==> src/rtl/uart_pkg.sv <==
// Shared definitions for the UART frame parser: FSM state encodings, error causes and the sync byte.
package uart_pkg;

  typedef enum logic [2:0] {
    ST_HUNT,
    ST_LEN,
    ST_PAYLOAD,
    ST_CHK,
    ST_DRAIN
  } state_t;

  localparam logic [1:0] ERR_NONE    = 2'b00;
  localparam logic [1:0] ERR_LEN     = 2'b01;
  localparam logic [1:0] ERR_CHK     = 2'b10;
  localparam logic [1:0] ERR_TIMEOUT = 2'b11;

  localparam logic [7:0] SYNC_BYTE = 8'hAA;

endpackage

==> src/rtl/frame_buffer.sv <==
// Payload store: MAX_LEN x DBITS RAM, synchronous write, combinational read.
// Zero-latency read; no flow control (the parser sequences writes and reads).
module frame_buffer #(
  parameter int DBITS   = 8,
  parameter int MAX_LEN = 16,
  parameter int AW      = $clog2(MAX_LEN)
) (
  input  logic             clk,
  input  logic             we,
  input  logic [AW-1:0]    waddr,
  input  logic [DBITS-1:0] wdata,
  input  logic [AW-1:0]    raddr,
  output logic [DBITS-1:0] rdata
);

  logic [DBITS-1:0] mem [MAX_LEN];

  always_ff @(posedge clk) begin
    if (we) mem[waddr] <= wdata;
  end

  assign rdata = mem[raddr];

endmodule

==> src/rtl/uart_frame_parser.sv <==
// Parses SYNC/LEN/payload/CHK frames from the Rx FIFO and replays good payloads as a valid/ready stream.
// First out_valid one cycle after frame_ok; the Rx FIFO is not popped while a payload is draining.
module uart_frame_parser
  import uart_pkg::*;
#(
  parameter int DBITS   = 8,
  parameter int MAX_LEN = 16,
  parameter int TIMEOUT = 2000000,
  parameter int TO_BITS = 21
) (
  input  logic             clk_100MHz,
  input  logic             reset,
  input  logic             rx_empty,
  input  logic [DBITS-1:0] read_data,
  output logic             read_uart,
  output logic [DBITS-1:0] out_data,
  output logic             out_valid,
  output logic             out_last,
  input  logic             out_ready,
  output logic             frame_ok,
  output logic             frame_err,
  output logic [1:0]       err_code
);

  localparam int                 AW        = $clog2(MAX_LEN);
  localparam logic [DBITS-1:0]   MAX_LEN_W = DBITS'(MAX_LEN);
  localparam logic [TO_BITS-1:0] TO_LAST   = TO_BITS'(TIMEOUT - 1);

  state_t             state;
  logic [AW-1:0]      wr_idx;
  logic [AW-1:0]      last_idx;
  logic [AW-1:0]      idx;
  logic [AW-1:0]      rd_addr;
  logic [DBITS-1:0]   rd_data;
  logic [7:0]         sum;
  logic [7:0]         chk_sum;
  logic [TO_BITS-1:0] to_cnt;
  logic               in_frame;
  logic               timeout;

  assign in_frame  = state inside {ST_LEN, ST_PAYLOAD, ST_CHK};
  assign read_uart = !reset && !rx_empty && (in_frame || state == ST_HUNT);
  assign chk_sum   = sum + read_data[7:0];
  // A byte consumed in the expiry cycle wins over the timeout.
  assign timeout   = in_frame && !read_uart && (to_cnt == TO_LAST);
  // Look one entry ahead once a byte is presented so an accept can reload without a bubble.
  assign rd_addr   = out_valid ? idx + AW'(1) : idx;

  frame_buffer #(
    .DBITS  (DBITS),
    .MAX_LEN(MAX_LEN),
    .AW     (AW)
  ) u_buf (
    .clk  (clk_100MHz),
    .we   (read_uart && state == ST_PAYLOAD),
    .waddr(wr_idx),
    .wdata(read_data),
    .raddr(rd_addr),
    .rdata(rd_data)
  );

  always_ff @(posedge clk_100MHz) begin
    if (reset) begin
      state     <= ST_HUNT;
      wr_idx    <= '0;
      last_idx  <= '0;
      idx       <= '0;
      sum       <= '0;
      to_cnt    <= '0;
      out_data  <= '0;
      out_valid <= 1'b0;
      out_last  <= 1'b0;
      frame_ok  <= 1'b0;
      frame_err <= 1'b0;
      err_code  <= ERR_NONE;
    end else begin
      frame_ok  <= 1'b0;
      frame_err <= 1'b0;
      to_cnt    <= (read_uart || !in_frame) ? '0 : to_cnt + TO_BITS'(1);

      if (timeout) begin
        frame_err <= 1'b1;
        err_code  <= ERR_TIMEOUT;
        state     <= ST_HUNT;
      end else begin
        case (state)
          ST_HUNT: begin
            if (read_uart && read_data == DBITS'(SYNC_BYTE)) state <= ST_LEN;
          end
          ST_LEN: begin
            if (read_uart) begin
              if (read_data != '0 && read_data <= MAX_LEN_W) begin
                sum      <= read_data[7:0];
                last_idx <= AW'(read_data - DBITS'(1));
                wr_idx   <= '0;
                state    <= ST_PAYLOAD;
              end else begin
                frame_err <= 1'b1;
                err_code  <= ERR_LEN;
                state     <= ST_HUNT;
              end
            end
          end
          ST_PAYLOAD: begin
            if (read_uart) begin
              sum <= chk_sum;
              if (wr_idx == last_idx) state <= ST_CHK;
              else wr_idx <= wr_idx + AW'(1);
            end
          end
          ST_CHK: begin
            if (read_uart) begin
              if (chk_sum == 8'h00) begin
                frame_ok <= 1'b1;
                idx      <= '0;
                state    <= ST_DRAIN;
              end else begin
                frame_err <= 1'b1;
                err_code  <= ERR_CHK;
                state     <= ST_HUNT;
              end
            end
          end
          ST_DRAIN: begin
            if (!out_valid) begin
              out_valid <= 1'b1;
              out_data  <= rd_data;
              out_last  <= (rd_addr == last_idx);
            end else if (out_ready) begin
              if (out_last) begin
                out_valid <= 1'b0;
                out_last  <= 1'b0;
                state     <= ST_HUNT;
              end else begin
                idx      <= rd_addr;
                out_data <= rd_data;
                out_last <= (rd_addr == last_idx);
              end
            end
          end
          default: state <= ST_HUNT;
        endcase
      end
    end
  end

endmodule

==> config.mk <==
export PLATFORM = sky130hd
export DESIGN_NAME = uart_frame_parser
export DESIGN_NICKNAME = d
export VERILOG_FILES = /design/src/rtl/uart_pkg.sv /design/src/rtl/frame_buffer.sv /design/src/rtl/uart_frame_parser.sv
export SDC_FILE = /design/constraint.sdc
export NUM_CORES = 1
export LEC_CHECK = 0
export CORE_ASPECT_RATIO = 2
export CORE_MARGIN = 1.5
export CORE_UTILIZATION = 35
export CTS_CLUSTER_SIZE = 40
export DETAILED_ROUTE_END_ITERATION = 10
export GPL_TIMING_DRIVEN = 0
export PLACE_DENSITY = 0.5
export SLEW_MARGIN = 10
export SYNTH_ARGS = -nofsm -noshare
export SYNTH_HDL_FRONTEND = slang
export SYNTH_SLANG_ARGS = --single-unit
export TNS_END_PERCENT = 30
==> constraint.sdc <==
create_clock -name clk_100MHz -period 2.8 [get_ports clk_100MHz]
set_input_delay 0.28 -clock clk_100MHz [delete_from_list [all_inputs] [get_ports clk_100MHz]]
set_output_delay 0.28 -clock clk_100MHz [all_outputs]
set_load 0.03 [all_outputs]
Word-level counts from Yosys, hierarchy flattened. Memory sizes are Yosys's and may differ from the RTL's. Cells that the tools add are included.

$add $sub $neg: 5. $lt $le $gt $ge: 1. Equality and inequality tests: 26. Mux-type cells: 51. Bitwise gates (word level): 3. Reduce and logical (&&, ||, !) cells: 32.

Operator list (count): $mux 8 (6); $mux 4 (10); $mux 3 (9); $add 21x1->21 const B (1); $eq 21x21->1 const B (1); $ne 2x2->1 const B (9); $pmux 4 s2 (2); $pmux 8 s2 (1); $pmux 3 s5 (1); $mux 1 (14); $mux 2 (6); $ne 3x3->1 const B (4); $ne 2x1->1 const B (5); $reduce_and 5->1 (2); $add 4x1->4 const B (2); $add 8x8->8 (1); $eq 4x4->1 (2); $eq 8x8->1 const B (1); $le 8x5->1 const B (1); $logic_not 8->1 (1); $reduce_and 4->1 (2); $reduce_and 8->1 (1); $reduce_bool 8->1 (1); $logic_and 1x1->1 (7); 18 further kinds (28).

Bits in registers: 58. Bits in writable memories: 128. Output and inout bits: 15. Word-level logic and storage cells: 131. Memories: 1.

Memory list: u_buf.mem (depth 16, bits a word 8, read ports 1, clocked after memory_dff 0, wr ports 1, line frame_buffer.sv:16) `logic [DBITS-1:0] mem [MAX_LEN];`.

Logic depth before layout (Yosys ltp). Gate-level depths: netlist of run 1.

Depth in word-level cells: 9. Gate-level depth with buffers: 9. Mapped depth without buffers: 9.

Cells and area by module. A second synthesis of run 1 with hierarchy kept.

Cells, all modules: 596. Area, all modules: 8119.0 µm².

Modules (own cells, without submodules): frame_buffer (times used 1, cells an instance 221, area an instance 4987.3 µm², sequential area each 3843.7 µm²); uart_frame_parser (times used 1, cells an instance 375, area an instance 3131.8 µm², sequential area each 1161.1 µm²).

Least setup slack after synthesis of run 1. OpenSTA, ideal clock, no wires.

Path type: register to register. Start: register out_valid. End: register out_data[6]. Library setup time: 0.060 ns. Data arrival time: 2.384 ns. Required time: 2.740 ns. Path slack: 0.356 ns. Cell stages (with the launch flop): 7. Path buffers: 2. Period minus slack after synthesis: 2.444 ns. Cell sequence: dfxtp_1 > buf_2 > mux2i_2 > buf_6 > mux4_2 > mux2i_1 > a22o_1.

Longest elaborated chain between the ends: 5.

Ends and longest elaborated chain: from (decl) (line uart_frame_parser.sv:17) `output logic out_valid,`; from (signal assigned) (line uart_frame_parser.sv:71) `out_valid <= 1'b0;`; from (signal assigned) (line uart_frame_parser.sv:126) `out_valid <= 1'b1;`; from (signal assigned) (line uart_frame_parser.sv:131) `out_valid <= 1'b0;`; $mux 4 (line uart_frame_parser.sv:47) `assign rd_addr = out_valid ? idx + AW'(1) : idx;`; $mem_v2 16x8; $mux 8 (line uart_frame_parser.sv:130) `if (out_last) begin`; $mux 8 (line uart_frame_parser.sv:129) `end else if (out_ready) begin`; $mux 8 (line uart_frame_parser.sv:125) `if (!out_valid) begin`; to (signal assigned) (line uart_frame_parser.sv:127) `out_data <= rd_data;`; to (signal assigned) (line uart_frame_parser.sv:136) `out_data <= rd_data;`; to (decl) (line uart_frame_parser.sv:16) `output logic [DBITS-1:0] out_data,`.

Several ways; a longest one is shown, not always the timed one. The select of a mux whose other input is x is not followed. A chain may end at the register's enable or synchronous reset.

Worst setup path in the final report of run 1.
Start: register sum[0]. End: register idx[1].

Longest elaborated chain between the ends: 4.

Ends and longest elaborated chain: from (decl) (line uart_frame_parser.sv:35) `logic [7:0] sum;`; from (signal assigned) (line uart_frame_parser.sv:93) `sum <= read_data[7:0];`; from (signal assigned) (line uart_frame_parser.sv:106) `sum <= chk_sum;`; $add 8x8->8 (line uart_frame_parser.sv:43) `assign chk_sum = sum + read_data[7:0];`; $logic_not 8->1 (line uart_frame_parser.sv:113) `if (chk_sum == 8'h00) begin`; $ne 2x1->1 (no line); $reduce_and 7->1 (no line); to (signal assigned) (line uart_frame_parser.sv:135) `idx <= rd_addr;`; to (decl) (line uart_frame_parser.sv:32) `logic [AW-1:0] idx;`.

No other way between the ends.

==> flow_metrics.tcl, run 1 <==
set metrics [dict create \
    yosysMostFrequentCell "edfxtp_1" \
    fin_ws_ns 0.1118 \
    wl_per_cell_um 20.80 \
    fin_crit_sh 0.9601 \
    clkLatencyLatePin_ns 0.44 \
    drt-vias-per-instance 5.229 \
    clock_sinks 186 \
    ys_seq_area_frac 0.6045 \
    synth.area.mux_share 0.1419 \
    dieWidth_um 111.8 \
    root_buffer "clkbuf_16" \
    p_sw_frac 0.2003 \
    yosysWarnings 0 \
    cap_violations 0 \
    synth_top_area_cell "edfxtp_1" \
    synth_compound_area_frac 0.06030 \
    firstDrtPassIters 5 \
    grt_first_pass_wirelength_um 30710 \
    hp-class "in -> reg" \
    final_area_um2 9661 \
    synth_area_leaders "edfxtp_1, dfxtp_1, mux2i_1" \
    grt_max_degree 23 \
    n_antenna_cell 0 \
    initial_core_util 0.3564 \
    die_h_um 220.5 \
    cp_max_fo 4 \
    worst_pin_slew_ns 0.7736 \
    routed-via-count 5004 \
    yosysUniqueCellTypes 61 \
    io_buffer_count 25 \
    synth_fa_ha_area_frac 0.02660 \
    cp.required_ns 3.12 \
    syn_nets 642 \
    cts_buffers 17 \
    cts_tree "built" \
    place_congestion 0.7748 \
    htree_levels 4 \
    fin_nets 690 \
    min_period_ns 2.688 \
    clockBufferDepth 2 \
    fillers 2126 \
    synth-xor-area-share 0.03597 \
    drtAntennaViolNets 0 \
    io_pins 27 \
    slew_headroom 0.4826 \
    path_class "reg -> reg" \
    setup_viol 0 \
    gr-total-overflow 0 \
    synth_ff_type "edfxtp_1" \
    area_delta_synth_final_pct 16.68 \
    endpoint_kind "register" \
    combPwrFrac 0.021 \
    rows 79 \
    grt_util_all_layers 0.1708 \
    clkPwrFrac 0.446 \
    hold_buffers 0 \
    ys_ff_latch 186 \
    postSynthAreaPerCell_um2 13.51 \
    postRouteWirelength_um 19910 \
    fmax_ghz 0.3720 \
    final_layout_size_suffix_gt1_frac 0.1588 \
    antenna_found_initial 0 \
    switchingPower_mw 1.101 \
    internal_power_mw 4.395 \
    cp.arrival_ns 3.01 \
    p_leak_nw 3.637 \
    hpwl_um 14690 \
    finalSetupTns_ns 0 \
    seq_power_share 0.533 \
    dp_slack_ns -1.036 \
    slew_violations 0 \
    hold_slack_ns 0.3030 \
    dpl_cell_area_um2 8949 \
    rsz0062_at_grt "false" \
    synth_top_family_by_area "multiplexers" \
    path_clk_slew_ns 0.06 \
    fin_worst_skew_ns 0.009700 \
    async_reset_ff_frac 0 \
    drc_errors 0 \
    powerDensity_nw_per_um2 568.9 \
    drt_iter0_markers 208 \
    cp-start-kind "register" \
    synthCells 613 \
    status "finished clean" \
    syn_area_um2 8279 \
    first_global_vias 5367 \
    synthSimpleGateAreaFrac 0.1097 \
    synth_top_area_frac 0.4643 \
    finalHoldViolCount 0 \
    synth_edf_count 128 \
    synthTopCellsByCount "edfxtp_1, mux2i_1, dfxtp_1, nor2_1, nand2_1" \
    vdd_drop_max_mv 0.2919 \
    fp.coreArea_um2 23230 \
    die-area_um2 24640 \
]
[kinds of logic (layout without fill, tap and decap cells)]
kind of cell               count (synthesis)  after routing
adders and majority gates                 17             17
DFF                                      186            186
xor gates and xnor gates                  34             34
AOI/OAI and AO/OA                         69             69
muxes                                     95             95
buffers and inverters                     36             97
and+or+nand+nor                          176            176
[through the flow]
| step | total power, mW | cells | util |
|---|---|---|---|
| finish | 5.496 | 957 | 0.4159 |
| global route | 5.658 | 957 | 0.4159 |
| CTS | 5.569 | 956 | 0.4156 |
| detailed placement | 3.113 | 924 | 0.3852 |
| global placement | 3.109 | 921 | 0.3824 |
| floorplan | 3.041 | 613 | - |
[cell type report]
type | count | area [µm²] | area share
well taps | 283 | 354.1 | 0.03665
inverters | 12 | 45.04 | 0.004663
repair buffers | 29 | 272.8 | 0.02823
clock buffers | 25 | 575.6 | 0.05958
clock inverters | 7 | 43.79 | 0.004533
flip-flops and latches | 186 | 5005 | 0.5181
plain buffers | 24 | 128.9 | 0.01334
multi-input cells | 391 | 3236 | 0.3349
[critical path, cell delays in order (launching register included)]
cell,delay (ns)
dfxtp_1,0.33
ha_1,0.17
inv_1,0.06
fa_2,0.53
or4b_4,0.47
a2111oi_4,0.32
buf_4,0.20
a31oi_4,0.14
mux2_4,0.34
[state kept, by name, summed over array words and instances (netlist names), 3 cells and up]
signal	count
idx	4
u_buf.mem	128
to_cnt	21
last_idx	4
wr_idx	4
sum	8
out_data	8
state	3
[cell usage in the layout, fill, tap and decap left out, types with 7 or more instances in the layout]
cell type and instances:
mux2i_1 74, xor2_1 20, clkbuf_1 12, nand2b_1 7
clkbuf_16 22, a21oi_1 20, nor2_1 45, edfxtp_1 128
xnor2_1 12, nor3_1 10, a22o_1 8, dfxtp_1 58
a211oi_1 7, clkdlybuf4s50_1 18, o21ai_0 10, nand4_1 7
nand3_1 15, nand2_1 31, mux4_2 16, nor2b_1 8
inv_1 12, ha_1 16, nor2_2 10
[worst paths after layout]
kind / cells after the start / from / slack [ns] / end
max: 8 / sum[0] / 0.11 / idx[1]
min reg2reg: 1 / to_cnt[0] / 0.47 / to_cnt[0]
max reg2reg: 8 / sum[0] / 0.11 / idx[1]
min: 1 / read_data[0] / 0.30 / u_buf.mem[11][0]
[metal layers]
| metal | track usage | wire [µm] | vias up |
|---|---|---|---|
| li1 | - | - | 2398 |
| met1 | 0.1576 | 6858 | 2485 |
| met2 | 0.3522 | 11930 | 85 |
| met3 | 0.03150 | 420 | 36 |
| met4 | 0.07595 | 698 | 0 |
| met5 | 0 | 0 | - |
[repair_timing]
action	4_1_cts	5_1_grt
gates resized for setup	36	14
pin swaps	0	1
setup buffers	0	1
endpoints found under the setup margin	151	113
[power by group through the flow]
| stage | Clock [mW] | Combinational [mW] | Sequential, mW |
|---|---|---|---|
| floorplan | 0 | 0.0485 | 2.99 |
| global placement | 0 | 0.117 | 2.99 |
| detailed placement | 0 | 0.120 | 2.99 |
| CTS | 2.52 | 0.119 | 2.93 |
| global route | 2.60 | 0.128 | 2.93 |
| finish | 2.45 | 0.116 | 2.93 |
Power figures use the tool's default switching activity.
==> run 2: changes to the inputs <==
--- a/config.mk
+++ b/config.mk
@@ -17,2 +17,3 @@
 export SYNTH_HDL_FRONTEND = slang
+export SYNTH_HIERARCHICAL = 1
 export SYNTH_SLANG_ARGS = --single-unit
==> constraint.sdc (replaced) <==
create_clock -name clk_100MHz -period 2.8 [get_ports clk_100MHz]
set_input_delay 0.84 -clock clk_100MHz [delete_from_list [all_inputs] [get_ports clk_100MHz]]
set_output_delay 0.84 -clock clk_100MHz [all_outputs]
set_load 0.03 [all_outputs]
==> run 2 against run 1 <==
Total power is 5.0% higher. Clock skew is 0.00051 ns higher. Cell count is 1.8% lower. Register-to-register slack better by 0.05 ns. Synthesized area is 1.9% lower. Global-route usage is 0.59 points lower. Clock-buffer cell count is 6 lower.
==> flow_metrics.tcl, run 2 <==
set metrics [dict create \
    status "finished clean" \
    final_common_cell "edfxtp_1" \
    io_buffer_count 25 \
    postRouteWirelength_um 19190 \
    finalHoldViolCount 0 \
    drt_iter0_markers 226 \
    synthTopCellsByCount "edfxtp_1, nor2_1, dfxtp_1, nand2_1, a21oi_1" \
    fp.coreArea_um2 22740 \
    drc_errors 0 \
    fin_nets 673 \
    fillers 2134 \
    p_leak_nw 3.133 \
    seq_power_share 0.508 \
    area_delta_synth_final_pct 18.51 \
    p_sw_frac 0.1888 \
    fmax_ghz 0.3698 \
    fin_cells 940 \
    hold_slack_ns 0.4632 \
    antenna_found_initial 0 \
    hp-class "reg -> reg" \
    syn_area_um2 8119 \
    hold_buffers 0 \
    io_pins 27 \
    die_h_um 218.4 \
    rows 78 \
    fin_worst_skew_ns 0.01021 \
    slew_violations 0 \
    postSynthAreaPerCell_um2 13.62 \
    first_global_vias 5252 \
    min_period_ns 2.704 \
    clock_sinks 186 \
    grt_util_all_layers 0.1650 \
    htree_levels 4 \
    drt-vias-per-instance 5.336 \
    vdd_drop_max_mv 0.2941 \
    synth_top_area_cell "edfxtp_1" \
    n_antenna_cell 0 \
    final_cell_mix "edfxtp_1, dfxtp_1, nor2_1, nand2_1, a21oi_1" \
    yosysMostFrequentCell "edfxtp_1" \
    grt_first_pass_wirelength_um 29540 \
    switchingPower_mw 1.090 \
    final_layout_size_suffix_gt1_frac 0.1803 \
    grt_max_degree 23 \
    routed-via-count 5016 \
    total_power_mw 5.774 \
    path_class "in -> reg" \
    synth_area_leaders "edfxtp_1, dfxtp_1, mux4_2" \
    synth_top_area_frac 0.4734 \
    place_congestion 0.8082 \
    yosysUniqueCellTypes 57 \
    root_buffer "clkbuf_16" \
    setup_viol 0 \
    largest_reg_flops 128 \
    final_util 0.4231 \
    cts_tree "built" \
    synth_ff_type "edfxtp_1" \
    cts_buffers 17 \
    ys_seq_area_frac 0.6164 \
    die-area_um2 24170 \
    register_area_um2 5005 \
    gr-total-overflow 0 \
    cp-start-kind "primary input" \
    synth_edf_count 128 \
    slew_headroom 0.4223 \
    cp_max_fo 20 \
    dieWidth_um 110.7 \
    async_reset_ff_frac 0 \
    internal_power_mw 4.684 \
    top_register "u_buf/mem" \
    combPwrFrac 0.022 \
    cap_violations 0 \
    syn_nets 622 \
    largestRegisters "u_buf/mem (128), to_cnt (21)" \
    yosysWarnings 6 \
    dp.cells 901 \
    cp.required_ns 3.13 \
    firstDrtPassIters 4 \
    fin_crit_sh 0.9659 \
    multi_input_area_um2 3060 \
    powerDensity_nw_per_um2 600.1 \
    path_clk_slew_ns 0.07 \
    wl_per_cell_um 20.42 \
    endpoint_kind "register" \
    synthCells 596 \
    hpwl_um 13530 \
    clockBufferDepth 2 \
    worst_pin_slew_ns 0.8666 \
    ys_ff_latch 186 \
    clkLatencyLatePin_ns 0.44 \
    drtAntennaViolNets 0 \
    cp.arrival_ns 3.03 \
    initial_core_util 0.3570 \
    clkPwrFrac 0.470 \
]
-- run 2: changes by cell type in the layout (fill, tap and decap cells not counted), sizes merged, moves of 4 or more --
cell    delta
clkbuf    -10
bufinv     +6
a22o       -8
a21oi      +7
nand2      +9
buf        +8
mux4      +16
mux2i     -63
xnor2      +4
nor2b      -5
a22oi     +18
nor2       +6
-- run 2: what timing repair did --
action | CTS | global route
resized for setup | 66 | 16
pin swaps | 2 | 7
gates cloned | 0 | 0
setup buffers | 3 | 5
endpoints found under the setup margin | 157 | 68
-- run 2: path summary, 6_finish.rpt --
path	startpoint	endpoint	slack, ns	depth (start not counted)
setup / recovery	read_data[4]	idx[3]	0.1	10
hold reg to reg	to_cnt[0]	to_cnt[0]	0.46	1
hold / removal	to_cnt[0]	to_cnt[0]	0.46	1
setup reg to reg	out_valid	out_data[3]	0.16	9
-- run 2: cells by family (layout without fill, tap and decap cells) --
group	Yosys count	in the layout	share of synthesized area
buffers and inverters	40	104	0.02574
muxes	45	45	0.1114
xor gates and xnor gates	35	35	0.03776
AOI/OAI and AO/OA	84	84	0.06858
and+or+nand+nor	192	192	0.1176
DFF	186	186	0.6164
adders and majority gates	14	14	0.02250
-- run 2: stage by stage --
step | area [µm²] | setup TNS, ns | worst slack (ns)
2_1_floorplan | 8124 | -2.439 | -0.08037
3_3_place_gp | 8725 | -119.18 | -1.539
3_5_place_dp | 8740 | -115.86 | -1.684
4_1_cts | 9548 | -0.05698 | -0.03954
5_1_grt | 9622 | -0.03335 | -0.02018
6_report | 9622 | 0 | 0.09554
-- run 2: power groups by stage --
stage               Sequential (mW)  Combinational, mW  Clock [mW]
floorplan                      2.99             0.0444           0
global placement               2.99              0.114           0
detailed placement             2.99              0.119           0
CTS                            2.93              0.127        2.78
global route                   2.93              0.140        2.89
finish                         2.93              0.128        2.71
-- run 2: worst max-delay path, stage by stage --
cell             delay, ns
clkdlybuf4s15_2       0.41
ha_4                  0.42
nand3_1               0.10
o211ai_1              0.19
buf_4                 0.15
nor3b_1               0.17
or2_2                 0.17
nand3_2               0.12
a21o_1                0.20
a32o_1                0.25
-- run 2: metal layers --
metal	wire length, µm	track usage
met1	7140	0.1658
met4	728	0.08718
met2	10910	0.3163
met3	408	0.03217
met5	0	0
-- run 2: cell type report --
type,count,share of cell area
multi-input cells,370,0.3181
clock inverters,13,0.02302
inverters,14,0.005722
clock buffers,19,0.04707
well taps,280,0.03641
repair buffers,33,0.03355
flip-flops and latches,186,0.5202
plain buffers,25,0.01599
==> run 3: changes to the inputs <==
Settings changed: CAP_MARGIN set to 20, CTS_CLUSTER_SIZE 40 to unset.
==> results of run 3 <==
The final DEF is identical to that of run 2; final timing and power are the same.
